--- config.mk ---
export PLATFORM = sky130hd
export DESIGN_NAME = led_breath_pwm_flat
export DESIGN_NICKNAME = d
export VERILOG_FILES = /design/src/rtl/led_breath_pwm_if.sv /design/src/rtl/led_breath_pwm.sv /design/src/flat_wrapper.sv
export SDC_FILE = /design/constraint.sdc
export NUM_CORES = 1
export LEC_CHECK = 0
export CORE_MARGIN = 2
export CORE_UTILIZATION = 40
export CTS_CLUSTER_DIAMETER = 50
export DETAILED_ROUTE_END_ITERATION = 7
export SETUP_SLACK_MARGIN = 0.02
export SLEW_MARGIN = 20
export SYNTH_ARGS = -nofsm -noshare
export SYNTH_HDL_FRONTEND = slang
export SYNTH_SLANG_ARGS = --single-unit
export TNS_END_PERCENT = 100
--- constraint.sdc ---
create_clock -name clk -period 3.22 [get_ports clk]
set_input_delay 0.644 -clock clk [delete_from_list [all_inputs] [get_ports clk]]
set_output_delay 0.644 -clock clk [all_outputs]
set_load 0.02 [all_outputs]
--- src/rtl/led_breath_pwm_if.sv ---
// Sequencer-facing signal bundle of led_breath_pwm: target levels in, LED drive and ramp status out.
interface led_breath_pwm_if #(
  parameter int CH = 4
);
  logic [CH-1:0] level_in;
  logic [CH-1:0] led_pwm;
  logic [CH-1:0] ramping;

  modport master (output level_in, input led_pwm, input ramping);
  modport slave  (input level_in, output led_pwm, output ramping);
endinterface

--- src/rtl/led_breath_pwm.sv ---
// Per-channel PWM fade-in/fade-out ("breathing") of sequencer on/off levels.
// Define GAMMA_EN for a quadratic perceptual duty curve; default is linear with no multiplier.
module led_breath_pwm #(
  parameter int CH       = 4,
  parameter int PWM_BITS = 8,
  parameter int STEP_DIV = 195_312
) (
  input logic            clk,
  input logic            rst_n,
  led_breath_pwm_if.slave bus
);
  localparam logic [PWM_BITS-1:0] DUTY_MAX  = '1;
  localparam logic [PWM_BITS-1:0] DUTY_PRE  = DUTY_MAX - 1'b1;
  localparam logic [PWM_BITS-1:0] DUTY_ONE  = PWM_BITS'(1);
  localparam int                  PRESC_W   = (STEP_DIV > 1) ? $clog2(STEP_DIV) : 1;
  localparam logic [PRESC_W-1:0]  PRESC_END = PRESC_W'(STEP_DIV - 1);

  typedef enum logic [1:0] {S_OFF, S_RISE, S_ON, S_FALL} ramp_state_e;

  logic [CH-1:0]       level_q;
  logic [PRESC_W-1:0]  presc;
  logic [PWM_BITS-1:0] pwm_cnt;
  logic [PWM_BITS-1:0] pwm_cnt_next;
  logic                tick;
  logic                wrap;

  ramp_state_e         state      [CH];
  ramp_state_e         state_next [CH];
  logic [PWM_BITS-1:0] duty       [CH];
  logic [PWM_BITS-1:0] duty_next  [CH];
  logic [PWM_BITS-1:0] cmp        [CH];
  logic [PWM_BITS-1:0] cmp_next   [CH];
  logic [CH-1:0]       led_q;
  logic [CH-1:0]       led_next;
  logic [CH-1:0]       ramping_c;

  function automatic logic [PWM_BITS-1:0] eff_of(input logic [PWM_BITS-1:0] c);
`ifdef GAMMA_EN
    logic [2*PWM_BITS-1:0] sq;
    sq = {{PWM_BITS{1'b0}}, c} * {{PWM_BITS{1'b0}}, c};
    return sq[2*PWM_BITS-1:PWM_BITS];
`else
    return c;
`endif
  endfunction

  assign tick         = (presc == PRESC_END);
  assign wrap         = (pwm_cnt == DUTY_MAX);
  assign pwm_cnt_next = pwm_cnt + 1'b1;

  // NOTE: state registers use non-blocking (<=) so every flop samples pre-edge values.
  always_ff @(posedge clk or negedge rst_n) begin
    if (!rst_n) begin
      level_q <= '0;
      presc   <= '0;
      pwm_cnt <= '0;
    end else begin
      level_q <= bus.level_in;
      presc   <= tick ? '0 : presc + 1'b1;
      pwm_cnt <= pwm_cnt_next;
    end
  end

  // Ramp FSMs. A reversal or a ramp leaving a limit consumes the coinciding tick.
  // A ramp that starts already at its end limit (reversed before any step) settles on the next tick.
  always_comb begin
    for (int i = 0; i < CH; i++) begin
      // NOTE: defaults first so no path leaves a variable unassigned (no latch).
      state_next[i] = state[i];
      duty_next[i]  = duty[i];
      unique case (state[i])
        S_OFF:  if (level_q[i]) state_next[i] = S_RISE;
        S_RISE: begin
          if (!level_q[i]) begin
            state_next[i] = S_FALL;
          end else if (tick) begin
            if (duty[i] != DUTY_MAX) duty_next[i] = duty[i] + 1'b1;
            if (duty[i] >= DUTY_PRE) state_next[i] = S_ON;
          end
        end
        S_ON:   if (!level_q[i]) state_next[i] = S_FALL;
        S_FALL: begin
          if (level_q[i]) begin
            state_next[i] = S_RISE;
          end else if (tick) begin
            if (duty[i] != '0) duty_next[i] = duty[i] - 1'b1;
            if (duty[i] <= DUTY_ONE) state_next[i] = S_OFF;
          end
        end
        default: state_next[i] = S_OFF;
      endcase
    end
  end

  // The compare value is taken at the period boundary; the LED bit is computed from the value cmp
  // will hold in the coming cycle, so each period shows exactly eff high cycles starting at count 0.
  always_comb begin
    for (int i = 0; i < CH; i++) begin
      cmp_next[i]  = wrap ? duty[i] : cmp[i];
      led_next[i]  = (cmp_next[i] == DUTY_MAX) || (pwm_cnt_next < eff_of(cmp_next[i]));
      ramping_c[i] = (state[i] == S_RISE) || (state[i] == S_FALL);
    end
  end

  // NOTE: these arrays are control state (a few flops per channel), so they take the async reset.
  always_ff @(posedge clk or negedge rst_n) begin
    if (!rst_n) begin
      for (int i = 0; i < CH; i++) begin
        state[i] <= S_OFF;
        duty[i]  <= '0;
        cmp[i]   <= '0;
      end
      led_q <= '0;
    end else begin
      for (int i = 0; i < CH; i++) begin
        state[i] <= state_next[i];
        duty[i]  <= duty_next[i];
        cmp[i]   <= cmp_next[i];
      end
      led_q <= led_next;
    end
  end

  assign bus.led_pwm = led_q;
  assign bus.ramping = ramping_c;
endmodule
--- src/flat_wrapper.sv ---
// flat-port wrapper written by rule: the top's interface ports become plain ports
module led_breath_pwm_flat 
#(
  parameter int CH       = 4,
  parameter int PWM_BITS = 8,
  parameter int STEP_DIV = 195_312
)
  (clk, rst_n, bus_level_in, bus_led_pwm, bus_ramping);
  led_breath_pwm_if #(.CH(CH)) bus_i ();
  input logic clk;
  input logic rst_n;
  input wire logic [$bits(bus_i.level_in)-1:0] bus_level_in;
  output wire logic [$bits(bus_i.led_pwm)-1:0] bus_led_pwm;
  output wire logic [$bits(bus_i.ramping)-1:0] bus_ramping;
  assign bus_i.level_in = bus_level_in;
  assign bus_led_pwm = bus_i.led_pwm;
  assign bus_ramping = bus_i.ramping;
  led_breath_pwm #(.CH(CH), .PWM_BITS(PWM_BITS), .STEP_DIV(STEP_DIV)) u_core (.clk(clk), .rst_n(rst_n), .bus(bus_i));
endmodule
==> results of run 1 <==
[through the flow]
stage / setup WS [ns] / area, sq um
after floorplan: 0.158 / 6460
after global placement: 0.382 / 6910
after detailed placement: 0.230 / 6910
after CTS: 0.210 / 7200
after global routing: 0.0506 / 7200
final: 0.299 / 7200
[what timing repair did]
item | in CTS | in global routing
endpoints found under the setup margin | 0 | 3
resized for setup | 0 | 1
hold buffers | 0 | 0
setup buffers | 0 | 0
[power groups by stage]
stage	registers [mW]	logic (mW)	clock network, mW
6_report	1.45	0.938	1.11
5_1_grt	1.45	1.07	1.20
4_1_cts	1.45	0.946	1.14
3_5_place_dp	1.47	0.941	0
3_3_place_gp	1.46	0.900	0
2_1_floorplan	1.46	0.692	0
[synth_stat cells (all sizes together) (14+ instances only)]
cell	count	area (sq um)
nor3	19	95.1
clkbuf	19	71.3
o21ai	42	210
nand4	22	138
nand2	75	282
dfrtp	106	2650
a21oi	14	70.1
nand3	26	130
xor2	15	131
mux2i	14	140
ha	63	788
xnor2	39	342
inv	56	210
nor2	47	176
[area by class of cell]
cell class,count,share of cell area
repair buffers,29,0.0361
flip-flops and latches,106,0.368
multi-input cells,505,0.488
clock inverters,7,0.00938
inverters,56,0.0292
clock buffers,9,0.0313
well taps,216,0.0375
[metal layers]
| metal | part of all wire | vias up | track usage |
|---|---|---|---|
| met4 | 0.019 | 0 | 0.0507 |
| li1 | - | 2455 | - |
| met2 | 0.46 | 102 | 0.287 |
| met5 | 0 | - | 0 |
| met3 | 0.047 | 23 | 0.0450 |
| met1 | 0.48 | 2395 | 0.244 |
[sequential cells by signal, summed over array words and instances, names as in the netlist]
register	cells
u_core.state	8
u_core.pwm_cnt	8
u_core.cmp	32
u_core.level_q	4
u_core.presc	18
u_core.duty	32
u_core.bus.led_pwm	4
[critical path, delay by kind of cell, from the launching register on]
family,cells,cell delay (ns)
AO/OA/AOI/OAI,4,0.63
AND/OR/NAND/NOR,3,0.65
flip-flops,1,0.47
multiplexers,1,0.27
adder cells (fa/ha/maj),2,0.59
buffers and inverters,1,0.24
[cell families (layout without fill, tap and decap cells)]
group | Yosys count | count (layout) | synth area share
compound gates | 109 | 109 | 0.113
xor+xnor | 54 | 54 | 0.0732
fa+ha+maj | 63 | 63 | 0.122
buf+inv | 77 | 101 | 0.0450
flops | 106 | 106 | 0.411
mux | 22 | 22 | 0.0357
simple gates | 257 | 257 | 0.201
[final timing paths]
kind                                   start               endpoint  slack (ns)
min in group clk              u_core.cmp[21]         u_core.cmp[21]        0.49
hold reg to reg               u_core.cmp[21]         u_core.cmp[21]        0.49
hold / removal                         rst_n         u_core.cmp[19]        0.28
setup / recovery           u_core.pwm_cnt[0]  u_core.bus.led_pwm[2]        0.30
max in group asynchronous              rst_n       u_core.presc[15]        2.20
setup reg to reg           u_core.pwm_cnt[0]  u_core.bus.led_pwm[2]        0.30
==> summary.md, run 1 <==
| Metric | Value |
|---|---|
| WHS | `0.283 ns` |
| Type of origin of the critical path | `register` |
| Placer Congestion | `0.862` |
| Die width | `131 microns` |
| LEAKAGE | `3.30 nW` |
| CP dominant cell by count | `ha_1` |
| RSZ-0062 raised after global routing | `no` |
| Post-detail-place hpwl | `10500 microns` |
| Max Root-Sink Buffers | `2` |
| Remaining DRCs | `0` |
| DRT antenna net count | `0` |
| Final Power | `between 3 and 4 mW` |
| Number of diodes | `0` |
| Skew-Pair Late Insertion Delay | `around 0.36 ns` |
| Post-Syn Instances | `approximately 690` |
| Psw | `about 1.1 mW` |
| Register area | `0.00265 sq mm` |
| Post-synth EDFFs | `0` |
| Max H-tree Level | `3` |
| Most frequent cells in the layout | `dfrtp_1 (106), nand2_1 (75), ha_1 (63)` |
| Worst-margin pin slew | `0.741 ns` |
| IO buf count | `13` |
| Hold crit path type | `primary input to async pin` |
| Worst IR drop on VDD | `between 0.0003 and 0.0004 V` |
| Max Transition Viols Final | `0` |
| Multi-input gate area | `about 0.0035 sq mm` |
| Final setup vio count | `0` |
| Wire per inst | `approximately 15 microns` |
| Reg2reg path depth | `11` |
| Sequential element share of the synthesized area | `0.411` |
| Pin count of the biggest net entering global routing | `63` |
| Final Hold Fails | `0` |
| Vias | `roughly 5000` |
| Internal power | `between 2 and 2.5 mW` |
| Clock Skew | `~0.0086 ns` |
| Setup_tns | `0 ns` |
| Flop pwr share | `0.414` |
| Worst path max stage delay | `roughly 0.47 ns` |
| Clk slew on worst S/H paths | `about 0.070 ns` |
| CTS root buffer | `clkbuf_16` |
| Combinational Power Share | `0.268` |
| Setup CP Type | `register to register` |
| CP endpoint kind | `register` |
| Share of post-route cells with drive strength above 1 | `0.0758` |
| Syn_nets | `roughly 760` |
| Num CTS Buffers | `9` |
| Largest fanout on the critical path | `10` |
| DP Cell Count | `roughly 910` |
| Final Non-Filler Cells | `928` |
| Filler instances | `~1500` |
| Number of global-route vias before repair | `between 4000 and 5000` |
| Clock power share | `0.317` |
| Max_cap viols | `0` |
| Initial DRC Count | `around 370` |
| Predominant post-synthesis flop cell | `dfrtp_1` |
| Sw Share | `0.307` |
| First-pass GRT wire length | `roughly 24000 microns` |
| Post-synthesis cell area | `about 0.0065 sq mm` |
| Post-route clock period utilization | `0.907` |
| Fin nets | `776` |
| Initial Util | `0.408` |
| Routed WL | `approximately 14000 microns` |
| Total global-route track usage | `0.180` |
| Crit path DAT | `3.22 ns` |
| Crit path time final | `around 2.9 ns` |
| Via density | `between 5 and 6` |
| Syn Area/Cell | `roughly 9.4 sq um` |
| Antenna violations before repair | `0` |
| Count of cell types in the netlist | `58` |
| FP Rows | `46` |
| Worst Path Required | `around 3.5 ns` |
| Detailed Routing Iterations Pass 1 | `5` |
| Pwr per Cell Area | `about 480 mW/mm^2` |
| Status | `complete, no violations` |
| CTS tree | `built` |
| Most common cell after layout, fill and taps aside | `dfrtp_1` |
| GRT overflow | `0` |
| Yosys warning count | `0` |
| Ys async rst share | `1.00` |
| Slowest CP cell | `dfrtp_1` |
| Max_slew headroom | `0.499` |
| Seq cells post-synth | `106` |
| Max Freq | `about 340 MHz` |
| Core Util, Final | `0.455` |
| Cell Chain, Critical Path | `ha_1 > and2_1 > and3_2 > buf_4 > mux2i_1 > ha_1 > a21oi_1 > o211ai_1 > a41oi_1 > o31ai_1 > nand4_1` |
| Die area | `0.0172 sq mm` |
| Area added between synthesis and finish | `11.5%` |
| IO Pins | `14` |
| CTS sink cnt | `about 110` |
| Die Y | `around 130 microns` |
| Core box area | `~0.016 sq mm` |
Power figures use the tool's default switching activity.
==> run 2: changes to the inputs <==
==> constraint.sdc (replaced) <==
create_clock -name clk -period 3.22 [get_ports clk]
set_input_delay 0.644 -clock clk [delete_from_list [all_inputs] [get_ports clk]]
set_output_delay 0.644 -clock clk [all_outputs]
set_load 0.1 [all_outputs]
==> summary.md, run 2 (same netlist as run 1, synthesis figures left out) <==
| Metric | Value |
|---|---|
| Internal power | `2.59 mW (was 2.42 mW)` |
| Share of post-route cells with drive strength above 1 | `0.0830 (was 0.0758)` |
| Initial Util | `0.408 (unchanged)` |
| Fin nets | `775 (was 776)` |
| Cell Chain, Critical Path | `ha_1 > and2_1 > and3_2 > mux2i_1 > ha_1 > and3_1 > a221o_1 > a21oi_1 > a211o_1 (was ha_1 > and2_1 > and3_2 > buf_4 > mux2i_1 > ha_1 > a21oi_1 > o211ai_1 > a41oi_1 > o31ai_1 > nand4_1)` |
| Clk slew on worst S/H paths | `0.07 ns (about the same)` |
| Remaining DRCs | `0 (unchanged)` |
| Wire per inst | `15.6 microns (was 15.3 microns)` |
| Final setup vio count | `0 (unchanged)` |
| IO Pins | `14 (unchanged)` |
| Clock power share | `0.328 (was 0.317)` |
| Number of global-route vias before repair | `4984 (was 4836)` |
| Crit path time final | `2.94 ns (was 2.92 ns)` |
| Worst-margin pin slew | `0.797 ns (was 0.741 ns)` |
| Final Hold Fails | `0 (unchanged)` |
| Setup_tns | `0 ns (unchanged)` |
| CTS tree | `built (unchanged)` |
| Worst Path Buf+Inv | `0 (was 1)` |
| Max H-tree Level | `3 (unchanged)` |
| FP Rows | `46 (unchanged)` |
| Post-CTS Hold Buffers | `0 (unchanged)` |
| Pin count of the biggest net entering global routing | `57 (was 63)` |
| Crit path DAT | `3.22 ns (about the same)` |
| Worst IR drop on VDD | `0.000552 V (was 0.000375 V)` |
| Die Y | `131 microns (unchanged)` |
| Worst path max stage delay | `0.47 ns (about the same)` |
| Psw | `1.30 mW (was 1.07 mW)` |
| Hold crit path type | `primary input to async pin (unchanged)` |
| Die area | `0.0172 sq mm (unchanged)` |
| Largest registers | `u_core.cmp: 32 flops, u_core.duty: 32 flops, u_core.presc: 18 flops (unchanged)` |
| Pwr per Cell Area | `537 mW/mm^2 (was 485 mW/mm^2)` |
| DRT antenna net count | `0 (unchanged)` |
| CTS sink cnt | `106 (unchanged)` |
| IO buf count | `13 (unchanged)` |
| Worst Path Required | `3.51 ns (was 3.52 ns)` |
| Largest fanout on the critical path | `10 (unchanged)` |
| Initial DRC Count | `283 (was 372)` |
| Post-detail-place hpwl | `10600 microns (was 10500 microns)` |
| WHS | `0.320 ns (was 0.283 ns)` |
| Post-route clock period utilization | `0.912 (was 0.907)` |
| Max_slew headroom | `0.461 (was 0.499)` |
| Final Power | `3.88 mW (was 3.49 mW)` |
| Vias | `5017 (was 4975)` |
| Num CTS Buffers | `9 (unchanged)` |
| Worst reg2reg path startpoint | `u_core.pwm_cnt[0] (unchanged)` |
| Die width | `131 microns (unchanged)` |
| Max Transition Viols Final | `0 (unchanged)` |
| CTS root buffer | `clkbuf_16 (unchanged)` |
| Routed WL | `14400 microns (was 14200 microns)` |
| Area added between synthesis and finish | `12.1% (was 11.5%)` |
| Delay-heaviest family, CP | `simple AND/OR/NAND/NOR gates (unchanged)` |
| Clock Skew | `0.00680 ns (was 0.00862 ns)` |
| Max Root-Sink Buffers | `2 (unchanged)` |
| Antenna violations before repair | `0 (unchanged)` |
| Sw Share | `0.334 (was 0.307)` |
| First-pass GRT wire length | `24600 microns (was 24000 microns)` |
| Final Non-Filler Cells | `927 (was 928)` |
| DP Cell Count | `911 (was 912)` |
| Max Freq | `341 MHz (was 342 MHz)` |
| Slowest CP cell | `dfrtp_1 (unchanged)` |
| Type of origin of the critical path | `register (unchanged)` |
| Number of diodes | `0 (unchanged)` |
| Cts repair resizes | `0 (unchanged)` |
| Reg2reg path depth | `9 (was 11)` |
| CP endpoint kind | `register (unchanged)` |
| Skew-Pair Late Insertion Delay | `0.36 ns (about the same)` |
| GRT overflow | `0 (unchanged)` |
| Post-CTS Setup Inserts | `0 (unchanged)` |
| Max_cap viols | `0 (unchanged)` |
| LEAKAGE | `3.33 nW (was 3.30 nW)` |
| Via density | `5.41 (was 5.36)` |
| Setup CP Type | `register to register (unchanged)` |
| RSZ-0062 raised after global routing | `no (unchanged)` |
| Most frequent cells in the layout | `dfrtp_1 (106), nand2_1 (75), ha_1 (63) (unchanged)` |
| Critical path startpoint | `u_core.pwm_cnt[0] (unchanged)` |
| Detailed Routing Iterations Pass 1 | `5 (unchanged)` |
| Total global-route track usage | `0.183 (was 0.180)` |
| Core box area | `0.0158 sq mm (unchanged)` |
| Status | `complete, no violations (unchanged)` |
| Reg2reg end | `u_core.bus.led_pwm[0] (was u_core.bus.led_pwm[2])` |
| Placer Congestion | `0.888 (was 0.862)` |
| Flop pwr share | `0.372 (was 0.414)` |
| CP dominant cell by count | `ha_1 (unchanged)` |
| Combinational Power Share | `0.299 (was 0.268)` |
| Reg2Reg Setup Slack | `0.28 ns (was 0.30 ns)` |
| Most common cell after layout, fill and taps aside | `dfrtp_1 (unchanged)` |
==> run 2: changes by cell type in the layout (fill, tap and decap cells not counted), sizes merged <==
cell | before | now
inv | 58 | 56
buf | 17 | 24
bufinv | 1 | 3
clkdlybuf4s50 | 12 | 4
clkinv | 4 | 1
clkbuf | 9 | 12
==> run 2: per-stage QoR <==
stage                     worst slack [ns]   util  instance area (sq um)
final                                0.284  0.457                   7240
after global routing                 0.118  0.457                   7240
after CTS                            0.193  0.457                   7240
after detailed placement             0.214  0.435                   6890
after global placement               0.406  0.435                   6890
after floorplan                      0.158      -                   6460
==> run 2: how the worst max path moves through the flow <==
stage / cells after the start / end
CTS: 9 / u_core.bus.led_pwm[0]
detailed placement: 9 / u_core.bus.led_pwm[0]
finish: 9 / u_core.bus.led_pwm[0]
floorplan: 15 / u_core.bus.led_pwm[0]
global route: 11 / u_core.bus.led_pwm[3]
global placement: 13 / u_core.bus.led_pwm[1]
==> run 2: cell type report <==
type / count / area [sq um]
Timing Repair Buffer: 28 / 245
Clock buffer: 12 / 246
Clock inverter: 4 / 98.8
Sequential cell: 106 / 2650
Tap cell: 216 / 270
Inverter: 56 / 210
Multi-Input combinational cell: 505 / 3520
Fill cell: 1485 / 8590
==> run 2: worst register-to-register path, stage by stage (launching register included) <==
cell and delay (ns):
dfrtp_1 0.47, ha_1 0.30, and2_1 0.22, and3_2 0.37
mux2i_1 0.30, ha_1 0.28, and3_1 0.20, a221o_1 0.35
a21oi_1 0.19, a211o_1 0.18
==> run 2: routing by layer <==
layer / GRT usage / part of all wire / up-vias
met3: 0.0503 / 0.048 / 9
li1: - / - / 2446
met4: 0.0419 / 0.0080 / 0
met5: 0 / 0 / -
met1: 0.236 / 0.45 / 2452
met2: 0.309 / 0.49 / 110
==> run 2: power groups by stage <==
| stage | Sequential [mW] | Clock (mW) | Combinational (mW) |
|---|---|---|---|
| floorplan | 1.46 | 0 | 0.936 |
| global placement | 1.46 | 0 | 1.13 |
| detailed placement | 1.47 | 0 | 1.16 |
| CTS | 1.45 | 1.31 | 1.17 |
| global route | 1.46 | 1.38 | 1.29 |
| finish | 1.45 | 1.28 | 1.16 |
==> run 3: changes to the inputs <==
--- a/config.mk
+++ b/config.mk
@@ -5,7 +5,7 @@
 export SDC_FILE = /design/constraint.sdc
 export NUM_CORES = 1
 export LEC_CHECK = 0
-export CORE_MARGIN = 2
+export CORE_MARGIN = 4
 export CORE_UTILIZATION = 40
 export CTS_CLUSTER_DIAMETER = 50
 export DETAILED_ROUTE_END_ITERATION = 7
==> summary.md, run 3 (same netlist as run 1, synthesis figures left out) <==
| Metric | Value |
|---|---|
| Worst Path Buf+Inv | `1 (was 0)` |
| Max Transition Viols Final | `0 (unchanged)` |
| Cell Chain, Critical Path | `ha_1 > and2_1 > and3_2 > buf_12 > mux2i_1 > ha_1 > a21oi_1 > o211ai_1 > a41oi_1 > o31ai_1 > nand4_1 (was ha_1 > and2_1 > and3_2 > mux2i_1 > ha_1 > and3_1 > a221o_1 > a21oi_1 > a211o_1)` |
| Via density | `5.33 (was 5.41)` |
| Initial Util | `0.408 (unchanged)` |
| CTS root buffer | `clkbuf_16 (unchanged)` |
| Max Root-Sink Buffers | `2 (unchanged)` |
| Num CTS Buffers | `9 (unchanged)` |
| Pin count of the biggest net entering global routing | `55 (was 57)` |
| Routed WL | `14700 microns (was 14400 microns)` |
| WHS | `0.165 ns (was 0.320 ns)` |
| Remaining DRCs | `0 (unchanged)` |
| GRT overflow | `0 (unchanged)` |
| Post-CTS Hold Buffers | `0 (unchanged)` |
| Clock Skew | `0.00572 ns (was 0.00680 ns)` |
| Wire per inst | `15.8 microns (was 15.6 microns)` |
| Largest registers | `u_core.cmp: 32 flops, u_core.duty: 32 flops, u_core.presc: 18 flops (unchanged)` |
| Die area | `0.0182 sq mm (was 0.0172 sq mm)` |
| CP endpoint kind | `register (unchanged)` |
| Core box area | `0.0158 sq mm (unchanged)` |
| Detailed Routing Iterations Pass 1 | `4 (was 5)` |
| Max_slew headroom | `0.496 (was 0.461)` |
| Post-route clock period utilization | `0.884 (was 0.912)` |
| Largest fanout on the critical path | `14 (was 10)` |
| Die width | `135 microns (was 131 microns)` |
| Core Util, Final | `0.456 (was 0.457)` |
| Clk slew on worst S/H paths | `0.07 ns (about the same)` |
| Reg2Reg Setup Slack | `0.37 ns (was 0.28 ns)` |
| Max_cap viols | `0 (unchanged)` |
| Number of global-route vias before repair | `5076 (was 4984)` |
| Worst Path Required | `3.52 ns (was 3.51 ns)` |
| Max Freq | `351 MHz (was 341 MHz)` |
| Max H-tree Level | `3 (unchanged)` |
| Area added between synthesis and finish | `11.8% (was 12.1%)` |
| Total global-route track usage | `0.172 (was 0.183)` |
| Hold crit path type | `primary input to async pin (unchanged)` |
| Fin nets | `778 (was 775)` |
| Skew-Pair Late Insertion Delay | `0.36 ns (about the same)` |
| CP dominant cell by count | `ha_1 (unchanged)` |
| Final Power | `3.75 mW (was 3.88 mW)` |
| Most common cell after layout, fill and taps aside | `dfrtp_1 (unchanged)` |
| Worst IR drop on VDD | `0.000393 V (was 0.000552 V)` |
| Post-detail-place hpwl | `10800 microns (was 10600 microns)` |
| Status | `complete, no violations (unchanged)` |
| RSZ-0062 raised after global routing | `no (unchanged)` |
| Post-CTS Setup Inserts | `0 (unchanged)` |
| Pwr per Cell Area | `519 mW/mm^2 (was 537 mW/mm^2)` |
| Filler instances | `1509 (was 1485)` |
| Placer Congestion | `0.855 (was 0.888)` |
| IO buf count | `13 (unchanged)` |
| Worst path max stage delay | `0.46 ns (was 0.47 ns)` |
| CTS sink cnt | `106 (unchanged)` |
| Delay-heaviest family, CP | `simple AND/OR/NAND/NOR gates (unchanged)` |
| Setup CP Type | `register to register (unchanged)` |
| Cts repair resizes | `0 (unchanged)` |
| IO Pins | `14 (unchanged)` |
| Type of origin of the critical path | `register (unchanged)` |
| Final setup vio count | `0 (unchanged)` |
| CTS tree | `built (unchanged)` |
| Vias | `4954 (was 5017)` |
| Worst-margin pin slew | `0.746 ns (was 0.797 ns)` |
| Antenna violations before repair | `0 (unchanged)` |
| First-pass GRT wire length | `25100 microns (was 24600 microns)` |
| Crit path DAT | `3.14 ns (was 3.22 ns)` |
| Share of post-route cells with drive strength above 1 | `0.0882 (was 0.0830)` |
| LEAKAGE | `3.32 nW (was 3.33 nW)` |
| FP Rows | `46 (unchanged)` |
| Final Hold Fails | `0 (unchanged)` |
| Number of diodes | `0 (unchanged)` |
| Crit path time final | `2.85 ns (was 2.94 ns)` |
| Most frequent cells in the layout | `dfrtp_1 (106), nand2_1 (75), ha_1 (63) (unchanged)` |
| DRT antenna net count | `0 (unchanged)` |
| Setup_tns | `0 ns (unchanged)` |
| Die Y | `135 microns (was 131 microns)` |
| Slowest CP cell | `dfrtp_1 (unchanged)` |
| Initial DRC Count | `205 (was 283)` |
[run 3: cell types whose count changed in the layout (fill, tap and decap cells not counted), sizes merged]
cell	previous run	this run
buf	24	27
bufinv	3	1
clkbuf	12	10
clkinv	1	2
clkinvlp	0	1
inv	56	58
[run 3: cell type report]
type                    instances  area, sq um  share of cell area
inverters                      56          210              0.0291
multi-input cells             505         3520               0.487
repair buffers                 31          268              0.0371
clock buffers                  10          229              0.0317
clock inverters                 6         75.1              0.0104
well taps                     216          270              0.0374
flip-flops and latches        106         2650               0.367
[run 3: final timing paths]
kind / startpoint / end / depth (start not counted)
setup / recovery: u_core.pwm_cnt[0] / u_core.bus.led_pwm[2] / 11
hold / removal: rst_n / u_core.duty[19] / 1
setup reg to reg: u_core.pwm_cnt[0] / u_core.bus.led_pwm[2] / 11
hold reg to reg: u_core.presc[0] / u_core.presc[0] / 1
max in group asynchronous: rst_n / u_core.cmp[27] / 2
min in group clk: u_core.presc[0] / u_core.presc[0] / 1
[run 3: routing by layer]
layer | part of all wire | vias up | global-route usage
li1 | - | 2443 | -
met1 | 0.48 | 2429 | 0.231
met2 | 0.48 | 61 | 0.282
met3 | 0.025 | 21 | 0.0361
met4 | 0.016 | 0 | 0.0498
met5 | 0 | - | 0
[run 3: worst reg2reg max path: stages, from the launching register on]
cell      delay (ns)
dfrtp_1         0.46
ha_1            0.29
and2_1          0.21
and3_2          0.38
buf_12          0.19
mux2i_1         0.26
ha_1            0.29
a21oi_1         0.20
o211ai_1        0.12
a41oi_1         0.18
o31ai_1         0.10
nand4_1         0.10
[run 3: metrics by stage]
stage          std cells  instance area [sq um]  setup slack, ns
2_1_floorplan        688                   6460            0.158
3_3_place_gp         914                   6920            0.406
3_5_place_dp         914                   6920            0.248
4_1_cts              930                   7220            0.238
5_1_grt              930                   7220           0.0829
6_report             930                   7220            0.373
[run 3: report_power, final]
part | leakage (nW) | switching (mW) | internal, mW
clock network | 0.145 | 0.534 | 0.615
registers | 1.42 | 0.0553 | 1.39
logic | 1.76 | 0.743 | 0.414
